### src/rtl/pipe_sched.sv
// Pipeline scheduler: per-register scoreboard, in-flight tracking and halt/drain control.
// Produces the stall, bubble and flush controls for the IF/ID/EX stages.
module pipe_sched #(
  parameter int MAX_INFLIGHT = 3
) (
  input  logic       clk,
  input  logic       rst,
  input  logic       id_valid_inst,
  input  logic [4:0] id_ra_idx,
  input  logic [4:0] id_rb_idx,
  input  logic       id_uses_ra,
  input  logic       id_uses_rb,
  input  logic       id_reg_wr,
  input  logic [4:0] id_dest_reg_idx,
  input  logic       id_halt,
  input  logic       ex_take_branch,
  input  logic       mem_busy,
  input  logic       wb_valid,
  input  logic       wb_reg_wr,
  input  logic [4:0] wb_dest_idx,
  output logic       if_stall,
  output logic       id_ex_bubble,
  output logic       if_id_flush,
  output logic       pipe_stall,
  output logic       halted,
  output logic [1:0] sched_state,
  output logic [1:0] inflight
);

  typedef enum logic [1:0] {
    RUN    = 2'd0,
    DRAIN  = 2'd1,
    HALTED = 2'd2
  } state_t;

  state_t      r_state;
  state_t      w_nextState;
  logic [1:0]  r_cnt [32];
  logic [1:0]  r_inflight;
  logic [31:0] w_inc;
  logic [31:0] w_dec;
  logic        w_hazard;
  logic        w_issue;
  logic        w_haltEntry;

  // Hazard looks only at registered counts, so a retire in this same cycle cannot clear it.
  assign w_hazard = (id_uses_ra && (id_ra_idx != 5'd0) && (r_cnt[id_ra_idx] != 2'd0)) ||
                    (id_uses_rb && (id_rb_idx != 5'd0) && (r_cnt[id_rb_idx] != 2'd0));

  assign w_issue = id_valid_inst && !id_halt && (r_state == RUN) &&
                   !ex_take_branch && !mem_busy && !w_hazard;

  assign w_haltEntry = (r_state == RUN) && id_valid_inst && id_halt &&
                       !ex_take_branch && !mem_busy;

  always_comb begin
    w_inc = '0;
    w_dec = '0;
    if (w_issue && id_reg_wr && (id_dest_reg_idx != 5'd0)) begin
      w_inc[id_dest_reg_idx] = 1'b1;
    end
    if (wb_valid && wb_reg_wr && (wb_dest_idx != 5'd0)) begin
      w_dec[wb_dest_idx] = 1'b1;
    end
  end

  // Saturating pending counters; register 0 can never be incremented, so it stays zero.
  always_ff @(posedge clk or posedge rst) begin
    if (rst) begin
      for (int i = 0; i < 32; i++) begin
        r_cnt[i] <= 2'd0;
      end
    end else begin
      for (int i = 0; i < 32; i++) begin
        if (w_inc[i] && !w_dec[i] && (r_cnt[i] != 2'd3)) begin
          r_cnt[i] <= r_cnt[i] + 2'd1;
        end else if (w_dec[i] && !w_inc[i] && (r_cnt[i] != 2'd0)) begin
          r_cnt[i] <= r_cnt[i] - 2'd1;
        end
      end
    end
  end

  always_ff @(posedge clk or posedge rst) begin
    if (rst) begin
      r_inflight <= 2'd0;
    end else if (w_issue && !wb_valid && (r_inflight != 2'(MAX_INFLIGHT))) begin
      r_inflight <= r_inflight + 2'd1;
    end else if (!w_issue && wb_valid && (r_inflight != 2'd0)) begin
      r_inflight <= r_inflight - 2'd1;
    end
  end

  always_ff @(posedge clk or posedge rst) begin
    if (rst) begin
      r_state <= RUN;
    end else begin
      r_state <= w_nextState;
    end
  end

  // A branch in DRAIN means the halt was speculative, so fall back to RUN.
  always_comb begin
    w_nextState = r_state;
    case (r_state)
      RUN: begin
        if (w_haltEntry) begin
          w_nextState = DRAIN;
        end
      end
      DRAIN: begin
        if (ex_take_branch) begin
          w_nextState = RUN;
        end else if ((r_inflight == 2'd0) && !mem_busy) begin
          w_nextState = HALTED;
        end
      end
      HALTED:  w_nextState = HALTED;
      default: w_nextState = RUN;
    endcase
  end

  always_comb begin
    if_stall     = 1'b0;
    id_ex_bubble = 1'b0;
    if_id_flush  = 1'b0;
    pipe_stall   = 1'b0;
    if (!rst) begin
      if (ex_take_branch) begin
        if_id_flush  = 1'b1;
        id_ex_bubble = 1'b1;
      end else if (mem_busy) begin
        pipe_stall = 1'b1;
        if_stall   = 1'b1;
      end else if (r_state != RUN) begin
        if_stall     = 1'b1;
        id_ex_bubble = 1'b1;
      end else if (w_hazard || w_haltEntry) begin
        if_stall     = 1'b1;
        id_ex_bubble = 1'b1;
      end
    end
  end

  assign halted      = (r_state == HALTED) && !rst;
  assign sched_state = r_state;
  assign inflight    = r_inflight;

endmodule

### config.mk
export PLATFORM = sky130hd
export DESIGN_NAME = pipe_sched
export DESIGN_NICKNAME = d
export VERILOG_FILES = /design/src/rtl/pipe_sched.sv
export SDC_FILE = /design/constraint.sdc
export NUM_CORES = 1
export LEC_CHECK = 0
export BUFFER_PORTS_ARGS = -buffer_cell sky130_fd_sc_hd__buf_2
export CORE_ASPECT_RATIO = 0.8
export CORE_MARGIN = 2
export CORE_UTILIZATION = 50
export DETAILED_ROUTE_END_ITERATION = 8
export MAX_ROUTING_LAYER = met4
export PLACE_DENSITY = 0.68
export SYNTH_ARGS = -nofsm -noshare
export SYNTH_HDL_FRONTEND = slang
export SYNTH_SLANG_ARGS = --single-unit
### constraint.sdc
create_clock -name clk -period 3.2 [get_ports clk]
set_input_delay 0.48 -clock clk [delete_from_list [all_inputs] [get_ports clk]]
set_output_delay 0.48 -clock clk [all_outputs]
set_load 0.005 [all_outputs]
==> impl_metrics.json, run 1 <==
{
  "vias": 5221,
  "clockBufferDepth": 2,
  "syn_inst": 625,
  "dp_hpwl_um": 11210,
  "setup_viol": 0,
  "grt_pass1_wl_um": 25630,
  "end_kind": "output pin",
  "chipHeight_um": 96.04,
  "ioPinCount": 40,
  "syn2layout_area_growth_pct": 15.93,
  "cts_tree": "yes",
  "rr_startpoint": "r_cnt[3]",
  "grt_pass1_vias": 4929,
  "clock_skew_ns": 0.008862,
  "synth-compound-area-share": 0.1602,
  "final-hold-violation-count": 0,
  "first_pass_iters": 5,
  "slew_headroom": 0.4018,
  "cp_data_required_time_ns": 2.72,
  "fp-row-count": 33,
  "min-delay-path-class": "input port to asynchronous set/reset pin",
  "worstPathMaxFanout": 6,
  "ir_drop_mv": 0.2681,
  "ant_nets": 0,
  "ctsHoldBuffers": 0,
  "fin_crit_ns": 3.131,
  "cts_buffers": 9,
  "p_leak_nw": 3.099,
  "power.share.clock": 0.433,
  "h-tree-depth": 3,
  "grt_max_degree": 42,
  "synthFlopType": "dfrtp_1",
  "synthMuxAreaShare": 0.1858,
  "gp_congestion": 0.9823,
  "rsz0062_at_grt": "false",
  "power_switching_mw": 0.7379,
  "netlist_area_sq_mm": 0.005294,
  "pwr-share-seq": 0.375,
  "wl_per_cell_um": 19.43,
  "async_flop_share": 1.000,
  "fill_cells": 904,
  "io_buffers": 39,
  "totalWireLength_um": 15950,
  "drv_slew": 0,
  "synth_xor_area_frac": 0.001654,
  "clock-sinks": 68,
  "layout.nets": 707,
  "status": "completed",
  "synth_edf_count": 0,
  "initial_core_util": 0.5149,
  "post-route-util": 0.5969,
  "setup_tns_ns": 0,
  "synth_fa_ha_area_frac": 0,
  "synth_top_area_share": 0.3214,
  "yosys.area.top_type": "dfrtp_1",
  "dieWidth_um": 119.0,
  "gr-total-overflow": 0,
  "drive_gt1_frac": 0.1865,
  "worst_pin_slew_ns": 0.8940,
  "drc": 0,
  "synth_top_family_by_area": "simple AND/OR/NAND/NOR gates",
  "power.internal_mw": 1.763,
  "syn_avg_cell_area_sq_um": 8.470,
  "synth_cell_types": 58,
  "clockRootBuffer": "clkbuf_16",
  "track_usage": 0.3008,
  "diodes": 0,
  "grt_antenna_before_repair": 0,
  "max_freq_mhz": 319.4,
  "netlist_top_cells_count": "112 x nor2_1, 68 x dfrtp_1, 67 x nand2_1",
  "cap_violations": 0,
  "synth_area_leaders": "dfrtp_1 32%, mux2i_1 9.6%, nor2_1 7.9%, mux2_2 4.9%, nand2_1 4.8%",
  "switching_share": 0.2951,
  "synth_nets": 656,
  "drt_iter0_markers": 472,
  "crit_arrival_ns": 2.65,
  "design.die.area_sq_mm": 0.01143,
  "ys_seq_elements": 68,
  "clk_latency_ns": 0.34,
  "clk_transition_reported_paths_ns": 0.06,
  "viasPerCell": 6.359,
  "min_period_over_period": 0.9784,
  "critPathKind": "register to output pin",
  "p_total_mw": 2.501,
  "core_sq_mm": 0.01028,
  "synth_most_common_cell": "nor2_1",
  "p_comb_frac": 0.192,
  "yosys_warnings": 0,
  "synth_seq_area_share": 0.3214,
  "startpoint": "r_cnt[3]",
  "setup.worst_path.start_class": "register",
  "power_density_mw_per_mm2": 407.5,
  "synth-simple-area-share": 0.3013
}
==> critical path, cell delays in order, from the launching register on <==
cell and delay [ns]:
dfrtp_1 0.40, nor2_1 0.08, buf_4 0.15, mux4_2 0.44, mux4_2 0.51, nor2_4 0.19, a31oi_4 0.08, a31oi_1 0.19
nor2_1 0.06, nor2_1 0.08, buf_2 0.12
==> power by group through the flow <==
stage	Sequential, mW	Clock, mW	Combinational, mW
4_1_cts	0.935	1.09	0.465
3_5_place_dp	0.950	0	0.459
2_1_floorplan	0.939	0	0.286
6_report	0.937	1.08	0.481
3_3_place_gp	0.947	0	0.451
5_1_grt	0.941	1.12	0.521
==> flip-flops by register name (all words and copies together), names as in the netlist <==
name and count:
r_cnt 64, inflight 2, sched_state 2
==> cells by family (layout without fill, tap and decap cells) <==
family	after synthesis	after routing
compound gates	115	116
xor+xnor	1	1
buf+inv	37	92
flops	68	68
mux	84	84
simple gates	320	320
==> final timing paths <==
path / endpoint / slack (ns) / depth (start not counted)
max in group asynchronous: r_cnt[23] / 2.21 / 3
max reg2reg: r_cnt[30] / 0.35 / 10
min reg2reg: r_cnt[62] / 0.38 / 0
max: id_ex_bubble / 0.07 / 10
min: sched_state[0] / 0.30 / 2
min in group clk: r_cnt[62] / 0.38 / 0
==> cell usage in the layout, fill, tap and decap left out, drive strengths merged, types with 11 or more instances in the layout <==
| cell | n |
|---|---|
| mux2 | 24 |
| nand2 | 67 |
| and2 | 11 |
| mux2i | 51 |
| clkbuf | 12 |
| buf | 65 |
| a21oi | 11 |
| nor2 | 112 |
| nand4 | 33 |
| nor2b | 17 |
| o2111ai | 18 |
| inv | 11 |
| o21ai | 22 |
| nor3 | 23 |
| nand3 | 11 |
| dfrtp | 68 |
==> area by class of cell <==
cell class              count  area, sq um  share of cell area
clock buffers              12        246.5             0.04016
clock inverters             4        72.57             0.01182
inverters                  11        41.29            0.006728
multi-input cells         521         3485              0.5678
flip-flops and latches     68         1702              0.2773
well taps                 140        175.2             0.02854
repair buffers             65        415.4             0.06769
==> per-stage QoR <==
stage	hold WS (ns)	setup slack (ns)	instances	cell area [sq um]
after global placement	0.3716	0.09255	801	5767
final	0.3025	0.06909	821	6137
after detailed placement	0.3756	-0.05457	801	5767
after CTS	0.3149	0.03934	818	6106
after global routing	0.3494	0.003042	821	6137
after floorplan	0.4303	0.4365	625	5294
==> what timing repair did <==
| item | CTS | global route |
|---|---|---|
| setup buffers | 0 | 3 |
| gates resized for setup | 2 | 1 |
| setup endpoints to repair | 2 | 14 |
| pin swaps | 1 | 1 |
| gates cloned | 1 | 0 |
==> routing by layer <==
metal / up-vias / GRT usage / routed length (um)
li1: 2439 / - / -
met1: 2522 / 0.3951 / 6985
met2: 224 / 0.4670 / 7151
met3: 36 / 0.05983 / 1410
met4: 0 / 0.1091 / 404
met5: - / - / 0
Power figures use the tool's default switching activity.
==> run 2: changes to the inputs <==
--- a/config.mk
+++ b/config.mk
@@ -9,6 +9,7 @@
 export CORE_ASPECT_RATIO = 0.8
 export CORE_MARGIN = 2
 export CORE_UTILIZATION = 50
+export CTS_CLUSTER_SIZE = 20
 export DETAILED_ROUTE_END_ITERATION = 8
 export MAX_ROUTING_LAYER = met4
 export PLACE_DENSITY = 0.68
==> constraint.sdc (replaced) <==
create_clock -name clk -period 3.1 [get_ports clk]
set_input_delay 0.465 -clock clk [delete_from_list [all_inputs] [get_ports clk]]
set_output_delay 0.465 -clock clk [all_outputs]
set_load 0.005 [all_outputs]
==> run 2 against run 1 <==
Against the previous run: global-route usage grew 2.5 points; sequential cell count is the same; sequential share of layout area shrank 2.0 points; critical path type unchanged; critical endpoint unchanged.
==> impl_metrics.json, run 2 (synthesis gave the netlist of run 1 again) <==
{
  "status": "completed",
  "drc": 0,
  "power_density_mw_per_mm2": 412.3,
  "setup_viol": 0,
  "rsz0062_at_grt": "false",
  "diodes": 0,
  "gr-total-overflow": 0,
  "cap_violations": 0,
  "max_freq_mhz": 334.1,
  "clk_transition_reported_paths_ns": 0.06,
  "layout.nets": 764,
  "viasPerCell": 6.309,
  "track_usage": 0.3259,
  "fin_hold_ws_ns": 0.1416,
  "final-hold-violation-count": 0,
  "clockRootBuffer": "clkbuf_16",
  "drt_iter0_markers": 559,
  "p_leak_nw": 3.397,
  "reg2reg_slack_ns": 0.18,
  "worstPathMaxFanout": 4,
  "min_period_over_period": 0.9656,
  "gp_congestion": 0.8884,
  "clockBufferDepth": 2,
  "slew_headroom": 0.4436,
  "layout_common_cells": "111 x nor2_1, 81 x buf_4, 68 x dfrtp_1, 67 x nand2_1, 51 x mux2i_1",
  "post-route-util": 0.6431,
  "clock-sinks": 68,
  "final_common_cell": "nor2_1",
  "worst_pin_slew_ns": 0.8316,
  "top_register": "r_cnt",
  "clk_latency_ns": 0.34,
  "grt_pass1_wl_um": 27860,
  "min-delay-path-class": "input port to asynchronous set/reset pin",
  "crit_arrival_ns": 2.53,
  "setup_tns_ns": 0,
  "clock_skew_ns": 0.009587,
  "cts_tree": "yes",
  "slowest_stage": "mux4_2",
  "fp-row-count": 33,
  "drive_gt1_frac": 0.2534,
  "ioPinCount": 40,
  "grt_max_degree": 55,
  "fin_crit_ns": 2.993,
  "end_kind": "output pin",
  "critPathKind": "register to output pin",
  "first_pass_iters": 5,
  "slowest_delay_ns": 0.53,
  "io_buffers": 39,
  "dieWidth_um": 119.0,
  "grt_pass1_vias": 5315,
  "grt_antenna_before_repair": 0,
  "ant_nets": 0,
  "cts_buffers": 9,
  "setup.worst_path.start_class": "register",
  "totalWireLength_um": 17070,
  "initial_core_util": 0.5149,
  "largest_register_ffs": 64,
  "ir_drop_mv": 0.3281,
  "dp_hpwl_um": 12190,
  "ctsHoldBuffers": 0,
  "cp_data_required_time_ns": 2.63,
  "h-tree-depth": 3,
  "wl_per_cell_um": 19.45,
  "design.die.area_sq_mm": 0.01143,
  "core_sq_mm": 0.01028,
  "vias": 5539,
  "syn2layout_area_growth_pct": 24.89,
  "crit_path_cell_trace": "nor2_1 > buf_4 > mux4_2 > mux4_2 > nor2_4 > a31oi_4 > a31oi_1 > nor2_1 > nor2_1 > buf_2",
  "crit_path_frequent_cell": "nor2_1",
  "drv_slew": 0,
  "chipHeight_um": 96.04
}
-- run 2: per-stage QoR --
step	total power [mW]	instance area (sq um)	instances	setup slack [ns]
floorplan	1.264	5294	625	0.3665
global placement	1.469	6195	858	-0.1064
detailed placement	1.484	6195	858	-0.1953
global route	2.824	6611	878	0.007690
finish	2.726	6611	878	0.1066
CTS	2.731	6598	877	0.006706
-- run 2: metal layers --
metal / up-vias / GRT usage / share of wire
met4: 0 / 0.1171 / 0.028
met5: - / - / 0
met3: 48 / 0.05924 / 0.077
met1: 2682 / 0.4182 / 0.43
met2: 262 / 0.5239 / 0.46
li1: 2547 / - / -
-- run 2: path summary, 6_finish.rpt --
check | endpoint | depth (start not counted) | startpoint
max | id_ex_bubble | 10 | r_cnt[29]
min reg2reg | r_cnt[62] | 0 | r_cnt[62]
min in group clk | r_cnt[62] | 0 | r_cnt[62]
max in group asynchronous | r_cnt[30] | 3 | rst
max reg2reg | r_cnt[32] | 10 | r_cnt[6]
min | r_cnt[0] | 2 | rst
-- run 2: cell type report --
cell class / instances / area [sq um]
clock inverters: 5 / 106.4
well taps: 140 / 175.2
fillers: 852 / 3670
repair buffers: 122 / 843.3
inverters: 11 / 41.29
flip-flops and latches: 68 / 1702
multi-input cells: 521 / 3491
clock buffers: 11 / 252.7
-- run 2: repair_timing --
action	CTS	global route
setup endpoints to repair	30	2
resized for setup	3	1
pin swaps	4	2
setup buffers	2	1
cloned	1	0
-- run 2: critical path: cells and delay by family (launching register included) --
family	cells	cell delay (ns)
buffers and inverters	2	0.25
AOI/OAI and AO/OA	2	0.23
muxes	2	0.98
DFF	1	0.37
and+or+nand+nor	4	0.35
-- run 2: report_power, final --
part           switching (mW)  internal [mW]
clock network           0.408          0.832
registers              0.0417          0.919
logic                   0.328          0.196
total                   0.778           1.95
==> run 3: changes to the inputs <==
--- a/config.mk
+++ b/config.mk
@@ -6,7 +6,6 @@
 export NUM_CORES = 1
 export LEC_CHECK = 0
 export BUFFER_PORTS_ARGS = -buffer_cell sky130_fd_sc_hd__buf_2
-export CORE_ASPECT_RATIO = 0.8
 export CORE_MARGIN = 2
 export CORE_UTILIZATION = 50
 export CTS_CLUSTER_SIZE = 20
==> run 3 against run 2 <==
Against the previous run: sequential power hardly changed; sequential share of layout area rose by 1.4 points; clock-buffer cell count up 3; fmax is essentially flat; clock power down 41%; critical endpoint unchanged; largest cell class unchanged.
==> impl_metrics.json, run 3 (synthesis gave the netlist of run 1 again) <==
{
  "status": "completed",
  "dp.cells": 830,
  "drive_gt1_frac": 0.2294,
  "cts_buffers": 9,
  "chipHeight_um": 106.9,
  "clk_latency_ns": 0.37,
  "setup_viol": 0,
  "min_period_over_period": 0.9665,
  "totalWireLength_um": 16330,
  "fill_cells": 912,
  "final_common_cell": "nor2_1",
  "min-delay-path-class": "input port to asynchronous set/reset pin",
  "clockBufferDepth": 2,
  "final-hold-violation-count": 0,
  "max_freq_mhz": 333.7,
  "cts_tree": "yes",
  "grt_antenna_before_repair": 0,
  "clock-sinks": 68,
  "rsz0062_at_grt": "false",
  "setup.worst_path.start_class": "register",
  "grt_max_degree": 38,
  "io_buffers": 39,
  "critPathKind": "register to output pin",
  "worstPathMaxFanout": 4,
  "h-tree-depth": 3,
  "drc": 0,
  "clk_transition_reported_paths_ns": 0.07,
  "core_sq_mm": 0.01032,
  "grt_pass1_vias": 5095,
  "largest_register_ffs": 64,
  "reg2reg_slack_ns": 0.23,
  "cap_violations": 0,
  "fin_hold_ws_ns": 0.2746,
  "track_usage": 0.3101,
  "cp_data_required_time_ns": 2.63,
  "drv_slew": 0,
  "dp_hpwl_um": 11650,
  "seq_area_sq_mm": 0.001702,
  "viasPerCell": 6.330,
  "top_register": "r_cnt",
  "p_leak_nw": 3.220,
  "post-route-util": 0.6080,
  "slew_headroom": 0.4461,
  "ant_nets": 0,
  "design.die.area_sq_mm": 0.01143,
  "instances_no_fill": 851,
  "wl_per_cell_um": 19.19,
  "drt_iter0_markers": 472,
  "fp-row-count": 37,
  "ioPinCount": 40,
  "vias": 5387,
  "multi_input_area_sq_mm": 0.003498,
  "clock_skew_ns": 0.01049,
  "grt_pass1_wl_um": 26460,
  "first_pass_iters": 5,
  "p_total_mw": 2.253,
  "layout_setup_ws_ns": 0.1037,
  "layout.nets": 742,
  "gr-total-overflow": 0,
  "gp_congestion": 0.9240,
  "worst_pin_slew_ns": 0.8278,
  "clockRootBuffer": "clkbuf_8",
  "initial_core_util": 0.5128,
  "layout_common_cells": "111 x nor2_1, 68 x dfrtp_1, 67 x nand2_1, 59 x buf_4, 51 x mux2i_1",
  "ir_drop_mv": 0.2156,
  "end_kind": "output pin",
  "crit_arrival_ns": 2.53,
  "fin_crit_ns": 2.996,
  "diodes": 0,
  "power_density_mw_per_mm2": 358.9,
  "syn2layout_area_growth_pct": 18.58,
  "dieWidth_um": 106.9,
  "dpl_worst_slack_ns": -0.1729
}
run 3: changes by cell type in the layout (fill, tap and decap cells not counted), moves of 3 or more:
cell	before	now
buf_4	81	59
bufinv_16	3	0
clkbuf_16	9	0
clkbuf_8	2	13
run 3: per-stage QoR:
stage                     instance area, sq um  TNS (ns)
after floorplan                           5294         0
after global placement                    6010   -0.4131
after detailed placement                  6010    -2.391
after CTS                                 6247         0
after global routing                      6277         0
final                                     6277         0
run 3: timing repair:
action,in CTS,in global routing
endpoints found under the hold margin,0,0
endpoints found under the setup margin,11,1
gates resized for setup,4,2
cloned,1,0
buffers inserted,2,3
hold buffers,0,0
pin swaps,2,2
run 3: final timing paths:
check | from | to | depth (start not counted)
worst max-delay path | r_cnt[10] | id_ex_bubble | 10
worst max register to register | r_cnt[14] | r_cnt[0] | 9
max in group asynchronous | rst | r_cnt[30] | 3
worst min register to register | r_cnt[62] | r_cnt[62] | 0
worst min-delay path | rst | r_cnt[58] | 2
min in group clk | ex_take_branch | sched_state[0] | 2
run 3: area by class of cell:
cell class	count	area share
Multi-Input combinational cell	521	0.5573
Sequential cell	68	0.2711
Timing Repair Buffer	100	0.1080
Clock buffer	14	0.02910
Tap cell	136	0.02711
Inverter	11	0.006578
Clock inverter	1	0.0007973
run 3: per-layer routing:
metal | global-route usage | part of all wire
met5 | - | 0
met4 | 0.1354 | 0.032
met3 | 0.03647 | 0.076
met2 | 0.4923 | 0.47
met1 | 0.4026 | 0.43
run 3: worst max-delay path: stages, from the launching register on:
cell     delay (ns)
dfrtp_1        0.36
nor2_1         0.05
buf_4          0.14
mux4_2         0.46
mux4_2         0.49
nor2_4         0.16
a31oi_4        0.07
a31oi_1        0.19
nor2_1         0.05
nor2_1         0.07
buf_2          0.11
run 3: where the power goes:
group | internal [mW] | total, mW | leakage (nW) | switching (mW)
combinational | 0.220 | 0.559 | 2.19 | 0.339
sequential | 0.918 | 0.964 | 0.930 | 0.0464
clock | 0.373 | 0.730 | 0.0986 | 0.356
